File: src/rtl/btb_update_scheduler.sv
// Two-requester branch-target update queue: merges A/B updates into a small FIFO,
// suppresses duplicate source pcs and issues one packed update per unstalled cycle.
module btb_update_scheduler #(
    parameter int DEPTH = 4
) (
    input  logic                     clk,
    input  logic                     rst,
    input  logic                     IN_updA_valid,
    input  logic [30:0]              IN_updA_src,
    input  logic [30:0]              IN_updA_dst,
    input  logic                     IN_updA_isJump,
    input  logic                     IN_updA_compr,
    input  logic                     IN_updB_valid,
    input  logic [30:0]              IN_updB_src,
    input  logic [30:0]              IN_updB_dst,
    input  logic                     IN_updB_isJump,
    input  logic                     IN_updB_compr,
    output logic                     OUT_updA_ready,
    output logic                     OUT_updB_ready,
    input  logic                     IN_stall,
    input  logic                     IN_flush,
    output logic [66:0]              OUT_btUpdate,
    output logic [$clog2(DEPTH):0]   OUT_count,
    output logic [7:0]               OUT_dropCnt
);

    localparam int PW = $clog2(DEPTH);
    localparam int CW = PW + 1;
    localparam logic [CW-1:0] DEPTH_C = CW'(DEPTH);

    // Handshake: a request transfers in any cycle where its valid and ready are both
    // high; ready is a function of registered occupancy and the current valids only,
    // so a pop in the same cycle never opens a slot for a new request.

    logic [30:0]      src_q [DEPTH];
    logic [30:0]      dst_q [DEPTH];
    logic [DEPTH-1:0] jmp_q;
    logic [DEPTH-1:0] cmp_q;

    logic [PW-1:0]    rd_ptr;
    logic [PW-1:0]    wr_ptr;
    logic [PW-1:0]    b_slot;
    logic             rr_b;

    logic [CW-1:0]    free;
    logic             contested;
    logic [DEPTH-1:0] occ;
    logic [DEPTH-1:0] hit_a_vec;
    logic [DEPTH-1:0] hit_b_vec;
    logic             hit_a;
    logic             hit_b;
    logic             xfer_a;
    logic             xfer_b;
    logic             dup_a;
    logic             dup_b;
    logic             push_a;
    logic             push_b;
    logic             pop;
    logic [66:0]      head_word;
    logic [8:0]       drop_sum;
    logic [7:0]       drop_next;

    assign free = DEPTH_C - OUT_count;

    always_comb begin
        OUT_updA_ready = 1'b0;
        OUT_updB_ready = 1'b0;
        contested      = 1'b0;
        if (!IN_flush) begin
            if (free >= CW'(2)) begin
                OUT_updA_ready = 1'b1;
                OUT_updB_ready = 1'b1;
            end else if (free == CW'(1)) begin
                if (IN_updA_valid && IN_updB_valid) begin
                    // Single slot, both asking: the round-robin pointer decides.
                    contested      = 1'b1;
                    OUT_updA_ready = !rr_b;
                    OUT_updB_ready = rr_b;
                end else begin
                    OUT_updA_ready = IN_updA_valid;
                    OUT_updB_ready = IN_updB_valid;
                end
            end
        end
    end

    // A slot is occupied when its distance from the read pointer is below occupancy.
    for (genvar i = 0; i < DEPTH; i++) begin : g_occ
        logic [PW-1:0] offset;
        assign offset       = PW'(i) - rd_ptr;
        assign occ[i]       = {1'b0, offset} < OUT_count;
        assign hit_a_vec[i] = occ[i] && (src_q[i] == IN_updA_src);
        assign hit_b_vec[i] = occ[i] && (src_q[i] == IN_updB_src);
    end

    assign hit_a  = |hit_a_vec;
    assign hit_b  = |hit_b_vec;

    assign xfer_a = IN_updA_valid && OUT_updA_ready;
    assign xfer_b = IN_updB_valid && OUT_updB_ready;
    assign dup_a  = xfer_a && hit_a;
    assign dup_b  = xfer_b && (hit_b || (xfer_a && (IN_updA_src == IN_updB_src)));
    assign push_a = xfer_a && !dup_a;
    assign push_b = xfer_b && !dup_b;
    assign pop    = !IN_flush && !IN_stall && (OUT_count != '0);

    // B lands behind A when both are written in the same cycle.
    assign b_slot = wr_ptr + PW'(push_a);

    assign head_word = {src_q[rd_ptr], 1'b0, dst_q[rd_ptr], 1'b0,
                        jmp_q[rd_ptr], cmp_q[rd_ptr], 1'b1};

    assign drop_sum  = {1'b0, OUT_dropCnt} + 9'(dup_a) + 9'(dup_b);
    assign drop_next = drop_sum[8] ? 8'hff : drop_sum[7:0];

    always_ff @(posedge clk) begin
        if (push_a) begin
            src_q[wr_ptr] <= IN_updA_src;
            dst_q[wr_ptr] <= IN_updA_dst;
            jmp_q[wr_ptr] <= IN_updA_isJump;
            cmp_q[wr_ptr] <= IN_updA_compr;
        end
        if (push_b) begin
            src_q[b_slot] <= IN_updB_src;
            dst_q[b_slot] <= IN_updB_dst;
            jmp_q[b_slot] <= IN_updB_isJump;
            cmp_q[b_slot] <= IN_updB_compr;
        end
    end

    always_ff @(posedge clk or negedge rst) begin
        if (!rst) begin
            rd_ptr       <= '0;
            wr_ptr       <= '0;
            OUT_count    <= '0;
            rr_b         <= 1'b0;
            OUT_btUpdate <= '0;
            OUT_dropCnt  <= '0;
        end else if (IN_flush) begin
            // Drop count and arbitration history survive a flush.
            rd_ptr       <= '0;
            wr_ptr       <= '0;
            OUT_count    <= '0;
            OUT_btUpdate <= '0;
        end else begin
            wr_ptr       <= wr_ptr + PW'(push_a) + PW'(push_b);
            if (pop) begin
                rd_ptr <= rd_ptr + PW'(1);
            end
            OUT_count    <= OUT_count + CW'(push_a) + CW'(push_b) - CW'(pop);
            OUT_btUpdate <= pop ? head_word : '0;
            if (contested) begin
                rr_b <= !rr_b;
            end
            OUT_dropCnt  <= drop_next;
        end
    end

endmodule

File: config.mk
export PLATFORM = sky130hd
export DESIGN_NAME = btb_update_scheduler
export DESIGN_NICKNAME = d
export VERILOG_FILES = /design/src/rtl/btb_update_scheduler.sv
export SDC_FILE = /design/constraint.sdc
export NUM_CORES = 1
export LEC_CHECK = 0
export CORE_ASPECT_RATIO = 0.7
export CORE_MARGIN = 2
export CORE_UTILIZATION = 62
export DETAILED_ROUTE_END_ITERATION = 16
export PLACE_DENSITY = 0.86
export SLEW_MARGIN = 20
export SYNTH_ARGS = -nofsm -noshare
export SYNTH_HDL_FRONTEND = slang
export SYNTH_SLANG_ARGS = --single-unit
export TNS_END_PERCENT = 30
File: constraint.sdc
create_clock -name clk -period 12.1 [get_ports clk]
set_input_delay 1.815 -clock clk [delete_from_list [all_inputs] [get_ports clk]]
set_output_delay 1.815 -clock clk [all_outputs]
set_load 0.02 [all_outputs]
==> results.md, run 1 <==
Min path:
- The class of the tightest hold or removal check is reg -> reg.
- The destination of the worst hold path is jmp_q[0].
- The origin of the worst min-delay path is jmp_q[0].
- The worst hold path depth is 2.

STA:
- Setup repair after global routing left no endpoint under its margin.
- In the finished design, the share of the clock period the worst path needs comes to 0.5787.
- For the finished layout, the period the worst path requires is approximately 7000 ps.
- The max-slew violation count is 0.
- For the final database, setup skew stands at around 27 ps.
- The accumulated negative setup slack is 0 ps.
- Setup violations remaining at the end of the flow were counted as 0.
- Derived from the worst setup path, the maximum achievable clock frequency is ~0.14 GHz.
- At the pin with the least slew margin, the transition time is about 1200 ps.
- The number of hold violations in the final report is 0.
- Measured against its own limit, the worst slew margin works out to 0.2250.

Detailed routing:
- The detailed router finished its first iteration with approximately 1600 violations.
- The number of search-and-repair iterations in the first detailed-routing pass is 5.
- The routed layout has 12710 vias.
- Dividing the detail-routed wire length by the instance count gives ~31 microns.
- In the routed layout, each cell is associated on average with a via count of 6.459.
- The total wire length after detailed routing is approximately 61000 microns.
- The post-detailed-route count of antenna-violating nets is 0.
- The residual DRC count is 0.

Worst setup path:
- Among cell families on the critical path, the largest total delay comes from simple AND/OR/NAND/NOR gates.
- Traced cell by cell, the critical path runs through clkdlybuf4s50_1, xor2_1, nor4_2, nand4_1, nor4_1, nor4_2, and2_1, ha_1, xor2_1, and3_1, nand3_2, or2_1, buf_4, o21ai_4, buf_4.
- The largest single stage delay on the critical path is 770 ps.
- The top fanout value on the critical path is 47.
- The required time at the endpoint of the critical path is 12260 ps.
- The critical path launch point type is an input pin.
- The worst setup path is captured at a register.
- On the critical path, the stage with the largest delay is an instance of sky130_fd_sc_hd__buf_4.
- The number of buffer and inverter instances along the worst setup path is 3.
- The beginning of the worst register-to-register path is rd_ptr[1].
- The worst setup path is of the in -> reg kind.
- Data arrives at the worst endpoint at 7160 ps.
- The worst register-to-register path has a setup slack of 5380 ps.
- The endpoint of the lowest-slack register-to-register path is src_q[3][8].
- The worst register-to-register path has a depth of 17.

Clock network:
- Gates resized during post-CTS repair numbered 0.
- The source-to-sink clock delay at the later pin of the worst-skew pair is between 500 and 600 ps.
- The clock tree buffer depth is 3.
- The total clock buffers created by CTS is 35.
- The H-tree depth reported by CTS is 2.
- The quantity of hold-fixing buffers added after cts is 0.
- The TritonCTS sink count is around 340.
- Clock tree synthesis selected as its root buffer the cell sky130_fd_sc_hd__clkbuf_16.
- The number of buffers added for setup after CTS is 0.
- The clock input transition at the sequential cells of the worst setup and hold paths is approximately 60 ps.
- TritonCTS built the clock tree.

Pwr:
- The maximum vdd drop is about 0.14 mV.
- The part of the total power dissipated in the clock network is 0.257.
- The power density over the cells is 186.8 nW/um^2.
- For this design the static power due to leakage is between 8 and 9 nW.
- The portion of total power attributed to sequential cells is 0.398.
- The power share of the combinational group is 0.345.
- Of the total power, the share spent switching nets is 0.3411.
- The power spent charging and discharging nets is around 1.5 mW.
- The internal power is roughly 2.8 mW.

Layout:
- The share of cells above drive strength 1 is 0.2253.
- The layout net count is between 1500 and 2000.
- In the final layout, flip-flops and latches occupy between 9000 and 10000 sq um.
- The layout filler cell count is ~2000.
- The relative area change from synthesis to final layout is 15.83%.
- Summing all multi-input logic gate instances after layout gives roughly 9300 sq um.
- The finished layout holds 1968 standard cells, fillers aside.

Global route:
- After global routing the overflow that remains totals 0.
- The global router's overall resource usage is 0.3695.
- The via count of the first global-routing pass was about 13000.
- The first-pass GRT wire length is 88110 microns.
- The largest net degree at the start of global routing is between 60 and 70.
- The initial antenna violation count is 8.

Floorplanning:
- For this configuration, the core starts out at a cell density of 0.6315.
- The number of placement rows is 54.
- The die width is between 200 and 250 microns.
- The number of primary I/O pins is about 210.
- The die outline area is ~33000 sq um.
- The die height is ~150 microns.
- In this run the standard cell core region covers about 31000 sq um.

Yosys:
- The predominant post-synthesis flop cell is sky130_fd_sc_hd__edfxtp_1.
- The top-area cell type share of the netlist area is 0.3778.
- The number of flops mapped to enable cells by yosys is between 200 and 250.
- The biggest area consumer among synthesized cells is sky130_fd_sc_hd__edfxtp_1.
- The part of the Yosys area used for sequential elements is 0.4887.
- By area the synthesized netlist is led by sky130_fd_sc_hd__edfxtp_1, sky130_fd_sc_hd__dfrtp_1, sky130_fd_sc_hd__mux2_4.
- The count of warnings emitted by yosys is 0.
- In this run, synthesis produced a sequential element count of around 340.
- In the synthesized netlist the async set-or-reset flop fraction comes to 0.2404.
- The cell area that synthesis handed to floorplanning was between 15000 and 20000 sq um.
- In this run, distinct cell masters in the synthesized netlist total a little under 50.
- A synthesized cell averages 14.40 sq um.
- Synthesis produced a netlist whose cell count is around 1400.

Placement:
- The congestion estimate from routability-driven global placement came to roughly 1.0.
- The number of input and output port buffers inserted is about 210.
- After detailed placement, the design holds a cell count of about 1900.
- Detailed placement finished with a half-perimeter wire length of approximately 42000 microns.

Run status:
- The flow ran to the end, and the final reports show no timing, DRC or antenna violations.

Flow run:
- The number of maximum-capacitance violations is 0.
-- worst min-delay path: stages (launching register included) --
cell,delay (ps)
sky130_fd_sc_hd__dfxtp_1,310
sky130_fd_sc_hd__o21ai_1,70
sky130_fd_sc_hd__a31oi_1,80
-- power groups by stage --
| stage | Sequential, mW | Combinational (mW) | Clock (mW) |
|---|---|---|---|
| 2_1_floorplan | 1.72 | 0.971 | 0 |
| 6_report | 1.70 | 1.47 | 1.10 |
| 3_3_place_gp | 1.70 | 1.41 | 0 |
| 5_1_grt | 1.71 | 1.54 | 1.14 |
| 4_1_cts | 1.69 | 1.45 | 1.10 |
| 3_5_place_dp | 1.71 | 1.44 | 0 |
-- metal layers --
metal / GRT usage / vias to the layer above / share of wire
met5: 0 / - / 0.00041
met4: 0.07404 / 4 / 0.016
met3: 0.1469 / 74 / 0.13
met2: 0.5046 / 796 / 0.42
met1: 0.5578 / 6519 / 0.44
li1: - / 5319 / -
-- worst max path at each step --
stage               cells past startpoint             from     endpoint
floorplan                               8  IN_updA_src[24]  dst_q[3][0]
global placement                       15  IN_updA_src[12]  src_q[1][3]
detailed placement                     15  IN_updA_src[12]  src_q[3][3]
CTS                                    15  IN_updA_src[12]  src_q[3][8]
global route                           15  IN_updA_src[12]  src_q[3][8]
finish                                 15  IN_updA_src[12]  src_q[3][8]
-- area by class of cell --
class / instances / share of cell area
inverters: 7 / 0.001151
clock buffers: 50 / 0.04302
well taps: 420 / 0.02302
clock inverters: 14 / 0.007288
multi-input cells: 906 / 0.4052
flip-flops and latches: 337 / 0.4222
repair buffers: 226 / 0.09732
diodes: 8 / 0.0008768
-- synth_stat cells, types with 11 or more instances --
cell type / count
sky130_fd_sc_hd__nand4_1: 40
sky130_fd_sc_hd__buf_2: 60
sky130_fd_sc_hd__mux2_4: 124
sky130_fd_sc_hd__buf_4: 14
sky130_fd_sc_hd__nor3_1: 20
sky130_fd_sc_hd__nand3_1: 13
sky130_fd_sc_hd__buf_6: 12
sky130_fd_sc_hd__mux2_2: 70
sky130_fd_sc_hd__ha_1: 12
sky130_fd_sc_hd__mux4_2: 64
sky130_fd_sc_hd__and2_1: 68
sky130_fd_sc_hd__clkbuf_1: 19
sky130_fd_sc_hd__nand2_1: 13
sky130_fd_sc_hd__xnor2_1: 99
sky130_fd_sc_hd__nor4_1: 50
sky130_fd_sc_hd__buf_12: 12
sky130_fd_sc_hd__mux2_1: 54
sky130_fd_sc_hd__xor2_1: 192
sky130_fd_sc_hd__nor2_1: 15
sky130_fd_sc_hd__edfxtp_1: 248
sky130_fd_sc_hd__o21ai_0: 11
sky130_fd_sc_hd__dfrtp_1: 81
-- cells by family after synthesis --
| kind of cell | Yosys count | share of synthesized area |
|---|---|---|
| compound gates | 34 | 0.009711 |
| xor+xnor | 291 | 0.1293 |
| fa+ha+maj | 15 | 0.01066 |
| buf+inv | 127 | 0.04513 |
| flops | 337 | 0.4887 |
| mux | 314 | 0.2394 |
| other cells | 1 | 0.0001902 |
| simple gates | 250 | 0.07686 |
-- cell usage in the layout, fill, tap and decap left out, drive strengths merged, types with 2 or more instances in the layout --
cell / instances
nor4: 51
fa: 3
or2: 4
conb: 2
ha: 12
clkbuf: 50
clkdlybuf4s50: 210
mux4: 64
edfxtp: 248
nand4: 42
inv: 10
xor2: 192
mux2: 248
nand2b: 2
nor2b: 8
nor3: 20
a21oi: 7
and2: 68
clkinv: 8
and3: 6
nor2: 16
nand3: 15
xnor2: 99
bufinv: 2
buf: 16
dfrtp: 81
diode: 8
dfxtp: 8
o21ai: 15
nand2: 13
mux2i: 2
a31oi: 9
-- per-stage QoR --
step	power, mW	setup slack (ps)	hold slack, ps	utilization	area (sq um)
detailed placement	3.148	4479	495.4	0.6938	21660
finish	4.264	5098	504.8	0.7315	22830
global placement	3.117	4570	486.9	0.6938	21660
floorplan	2.692	3954	459.2	-	19720
CTS	4.239	5005	503.7	0.7306	22810
global route	4.395	4915	518.5	0.7313	22830
-- flip-flops by register name, indices dropped and copies added, names as in the netlist --
| register | count |
|---|---|
| OUT_btUpdate | 65 |
| OUT_count | 3 |
| OUT_dropCnt | 8 |
| cmp_q | 4 |
| dst_q | 124 |
| jmp_q | 4 |
| rd_ptr | 2 |
| rr_b | 1 |
| src_q | 124 |
| wr_ptr | 2 |
Power figures use the tool's default switching activity.
==> run 2: changes to the inputs <==
--- a/config.mk
+++ b/config.mk
@@ -7,9 +7,9 @@
 export LEC_CHECK = 0
 export CORE_ASPECT_RATIO = 0.7
 export CORE_MARGIN = 2
-export CORE_UTILIZATION = 62
+export CORE_UTILIZATION = 58
 export DETAILED_ROUTE_END_ITERATION = 16
-export PLACE_DENSITY = 0.86
+export PLACE_DENSITY = 0.82
 export SLEW_MARGIN = 20
 export SYNTH_ARGS = -nofsm -noshare
 export SYNTH_HDL_FRONTEND = slang
==> constraint.sdc (replaced) <==
create_clock -name clk -period 7 [get_ports clk]
set_input_delay 1.05 -clock clk [delete_from_list [all_inputs] [get_ports clk]]
set_output_delay 1.05 -clock clk [all_outputs]
set_load 0.02 [all_outputs]
==> results.md, run 2 (synthesized netlist as in run 1, its figures left out) <==
Run status:
- The run finished with clean final reports.

Clock network:
- The master cell of the clock root buffer is sky130_fd_sc_hd__clkbuf_16.
- The TritonCTS sink count was 337 (unchanged).
- The total clock buffers created by CTS is 35 (unchanged).
- The count of cells resized by post-cts repair is 0 (unchanged).
- The quantity of hold-fixing buffers added after cts was 0 (unchanged).
- The H-tree depth reported by CTS was 2 (unchanged).
- The clock input transition at the sequential cells of the worst setup and hold paths is 70 ps (about the same).
- The source-to-sink clock delay at the later pin of the worst-skew pair came to 550 ps (about the same).
- The clock tree from TritonCTS is built.
- The number of buffers added for setup after CTS came to 0 (unchanged).
- The clock tree buffer depth is 3 (unchanged).

Floorplanning:
- The number of primary I/O pins is 214 (unchanged).
- The number of placement rows is 56 (+3.7%).
- The starting utilization of the core area is 0.5886 (-0.04294).
- The die height is 158.2 microns (+3.3%).
- The die outline area is 35500 sq um (+6.7%).
- The area of the core region is 33490 sq um (+7.3%).
- The die width is 224.4 microns (+3.3%).

Min path:
- The path class of the tightest hold or removal check is in -> async.

STA:
- The post-route fraction of the period consumed by the critical path is 0.7610.
- The minimum clock period is ~5300 ps.
- Timing would allow up to 0.1877 GHz.
- The post-route clock skew was 33.94 ps (+7.362 ps).
- Setup repair after global routing left no endpoint under its margin.
- The minimum hold slack came to 415.0 ps (-89.78 ps).
- The final count of negative-setup-slack endpoints is 0 (unchanged).
- The max-slew violation count was 0 (unchanged).
- The worst-case setup margin in the final layout came to 1673 ps (-3425 ps).
- The worst relative slew slack is 0.2352 (+0.01013).
- The accumulated negative setup slack was 0 ps (unchanged).
- The number of hold violations in the final report is 0 (unchanged).
- The transition time at the pin with the least slew margin is 1137 ps (-25.68 ps).

Detailed routing:
- The ratio of routed vias to standard cells is 6.363 (-1.5%).
- The overall via count from detail_route is 12660 (-0.43%).
- The post-detailed-route count of antenna-violating nets is 0 (unchanged).
- The DRC marker count from the first detailed-route iteration is 1597 (+0.50%).
- The number of search-and-repair iterations in the first detailed-routing pass is 5 (unchanged).
- The routed length per placed instance was 31.23 microns (+1.3%).
- The residual DRC count is 0 (unchanged).
- The total wire length after detailed routing came to 62110 microns (+2.4%).

Layout:
- In the layout the commonest cells are sky130_fd_sc_hd__edfxtp_1, sky130_fd_sc_hd__clkdlybuf4s50_1, sky130_fd_sc_hd__xor2_1, sky130_fd_sc_hd__mux2_4, sky130_fd_sc_hd__xnor2_1.
- The core occupancy in the finished layout is 0.6900 (-0.04152).
- The largest registers in the layout are dst_q x124, src_q x124, OUT_btUpdate x65.
- Compared with the post-synthesis result, the final layout area differs by 17.23%.
- The layout net count is 1677 (+0.90%).
- The final standard cell area without fillers is 23110 sq um (+1.2%).
- The number of antenna repair diodes is 0 (-8).
- The layout filler cell count is 2314 (+16%).
- The post-route non-filler standard cell count is 1989 (+1.1%).
- The share of cells above drive strength 1 is 0.2336 (+0.008266).
- The library cell used most frequently in the layout, excluding fill and tap cells, is sky130_fd_sc_hd__edfxtp_1.

Worst setup path:
- The signal on the critical path passes through clkdlybuf4s50_1, xor2_1, nor4_1, nand4_1, nor3_1, nor4_2, and2_1, ha_1, xor2_1, and3_1, nand3_2, or2_1, o21ai_4, buf_4.
- The most frequent cell on the critical path is sky130_fd_sc_hd__xor2_1.
- The endpoint arrival time on the critical path is 5520 ps (-1640 ps).
- The required time at the endpoint of the critical path came to 7200 ps (-5060 ps).
- STA classifies the critical path endpoint as a register.
- The critical path launch point type is an input pin.
- The setup path with the least slack is of type in -> reg.
- The top fanout value on the critical path came to 17 (-64%).
- The highest cell delay on the worst timing path is 910 ps (+140 ps).
- The slowest cell on the critical path is sky130_fd_sc_hd__clkdlybuf4s50_1.

Global route:
- The largest net degree at the start of global routing was 66 (unchanged).
- The first-pass GRT wire length is 88460 microns (+0.40%).
- The initial antenna violation count is 0 (-8).
- The global router's overall resource usage is 0.3527 (-0.01672).
- The residual overflow from global routing is 0 (unchanged).
- The via count of the first global-routing pass is 12560 (-1.1%).

Pwr:
- The power density over the cells was 327.1 nW/um^2 (+75%).
- The internal power is 5.022 mW (+79%).
- The part of the total power dissipated in the clock network is 0.266 (+0.009).
- The power spent charging and discharging nets is 2.537 mW (+74%).
- The maximum vdd drop is 0.1886 mV (+30%).
- The total power of the final layout is 7.558 mW (+77%).
- The switching power as a share of total power is 0.3356 (-0.005485).
- The power share of the combinational group is 0.344 (about the same).
- The portion of total power attributed to sequential cells is 0.389 (-0.009).
- The static leakage is 8.687 nW (+1.7%).

Flow run:
- The number of maximum-capacitance violations was 0 (unchanged).

Placement:
- The post-DP HPWL was 45630 microns (+7.7%).
- The number of input and output port buffers inserted is 211 (unchanged).
- The placer congestion estimate is 1.017 (-2.9%).
- The worst setup timing slack at the placement stage was 1204 ps (-3276 ps).
- The placed cell count is 1926 (+1.6%).
- The placement-stage cell area is 21900 sq um (+1.1%).
## run 2: changes by cell type in the layout (fill, tap and decap cells not counted), sizes merged
cell      delta
buf         +15
diode        -8
bufinv       +3
clkbuf       -2
clkinvlp     -1
inv          -1
## run 2: worst max-delay path: cells and delay by family
kind                       cells  cell delay, ps
xor gates and xnor gates       2             640
and+or+nand+nor                8            2000
buffers and inverters          2            1340
adders and majority gates      1             200
AOI/OAI and AO/OA              1             260
## run 2: final timing paths
path,from,endpoint,slack [ps],depth (start not counted)
worst max-delay path,IN_updA_src[11],src_q[3][15],1670,14
worst min-delay path,rst,OUT_btUpdate[54],410,1
worst max register to register,rd_ptr[0],src_q[3][15],1770,15
worst min register to register,jmp_q[1],jmp_q[1],510,2
max in group asynchronous,rst,rd_ptr[0],5340,2
min in group clk,jmp_q[1],jmp_q[1],510,2
## run 2: cell type report
type | count | area, sq um | share of cell area
flip-flops and latches | 337 | 9639 | 0.4171
multi-input cells | 906 | 9251 | 0.4003
repair buffers | 241 | 2435 | 0.1054
clock buffers | 48 | 996.0 | 0.04310
well taps | 435 | 544.3 | 0.02355
clock inverters | 15 | 216.5 | 0.009367
inverters | 7 | 26.28 | 0.001137
## run 2: per-layer routing
layer	track usage	vias to the layer above	wire [microns]
met4	0.06307	0	815
met1	0.5565	6581	28430
met2	0.4850	686	25710
met5	0	-	0
met3	0.09818	52	7157
li1	-	5338	-
## run 2: power by group through the flow
stage | Sequential, mW | Clock (mW) | Combinational, mW
2_1_floorplan | 2.97 | 0 | 1.68
3_3_place_gp | 2.96 | 0 | 2.52
3_5_place_dp | 2.97 | 0 | 2.55
4_1_cts | 2.94 | 2.02 | 2.57
5_1_grt | 2.98 | 2.09 | 2.72
6_report | 2.94 | 2.01 | 2.60
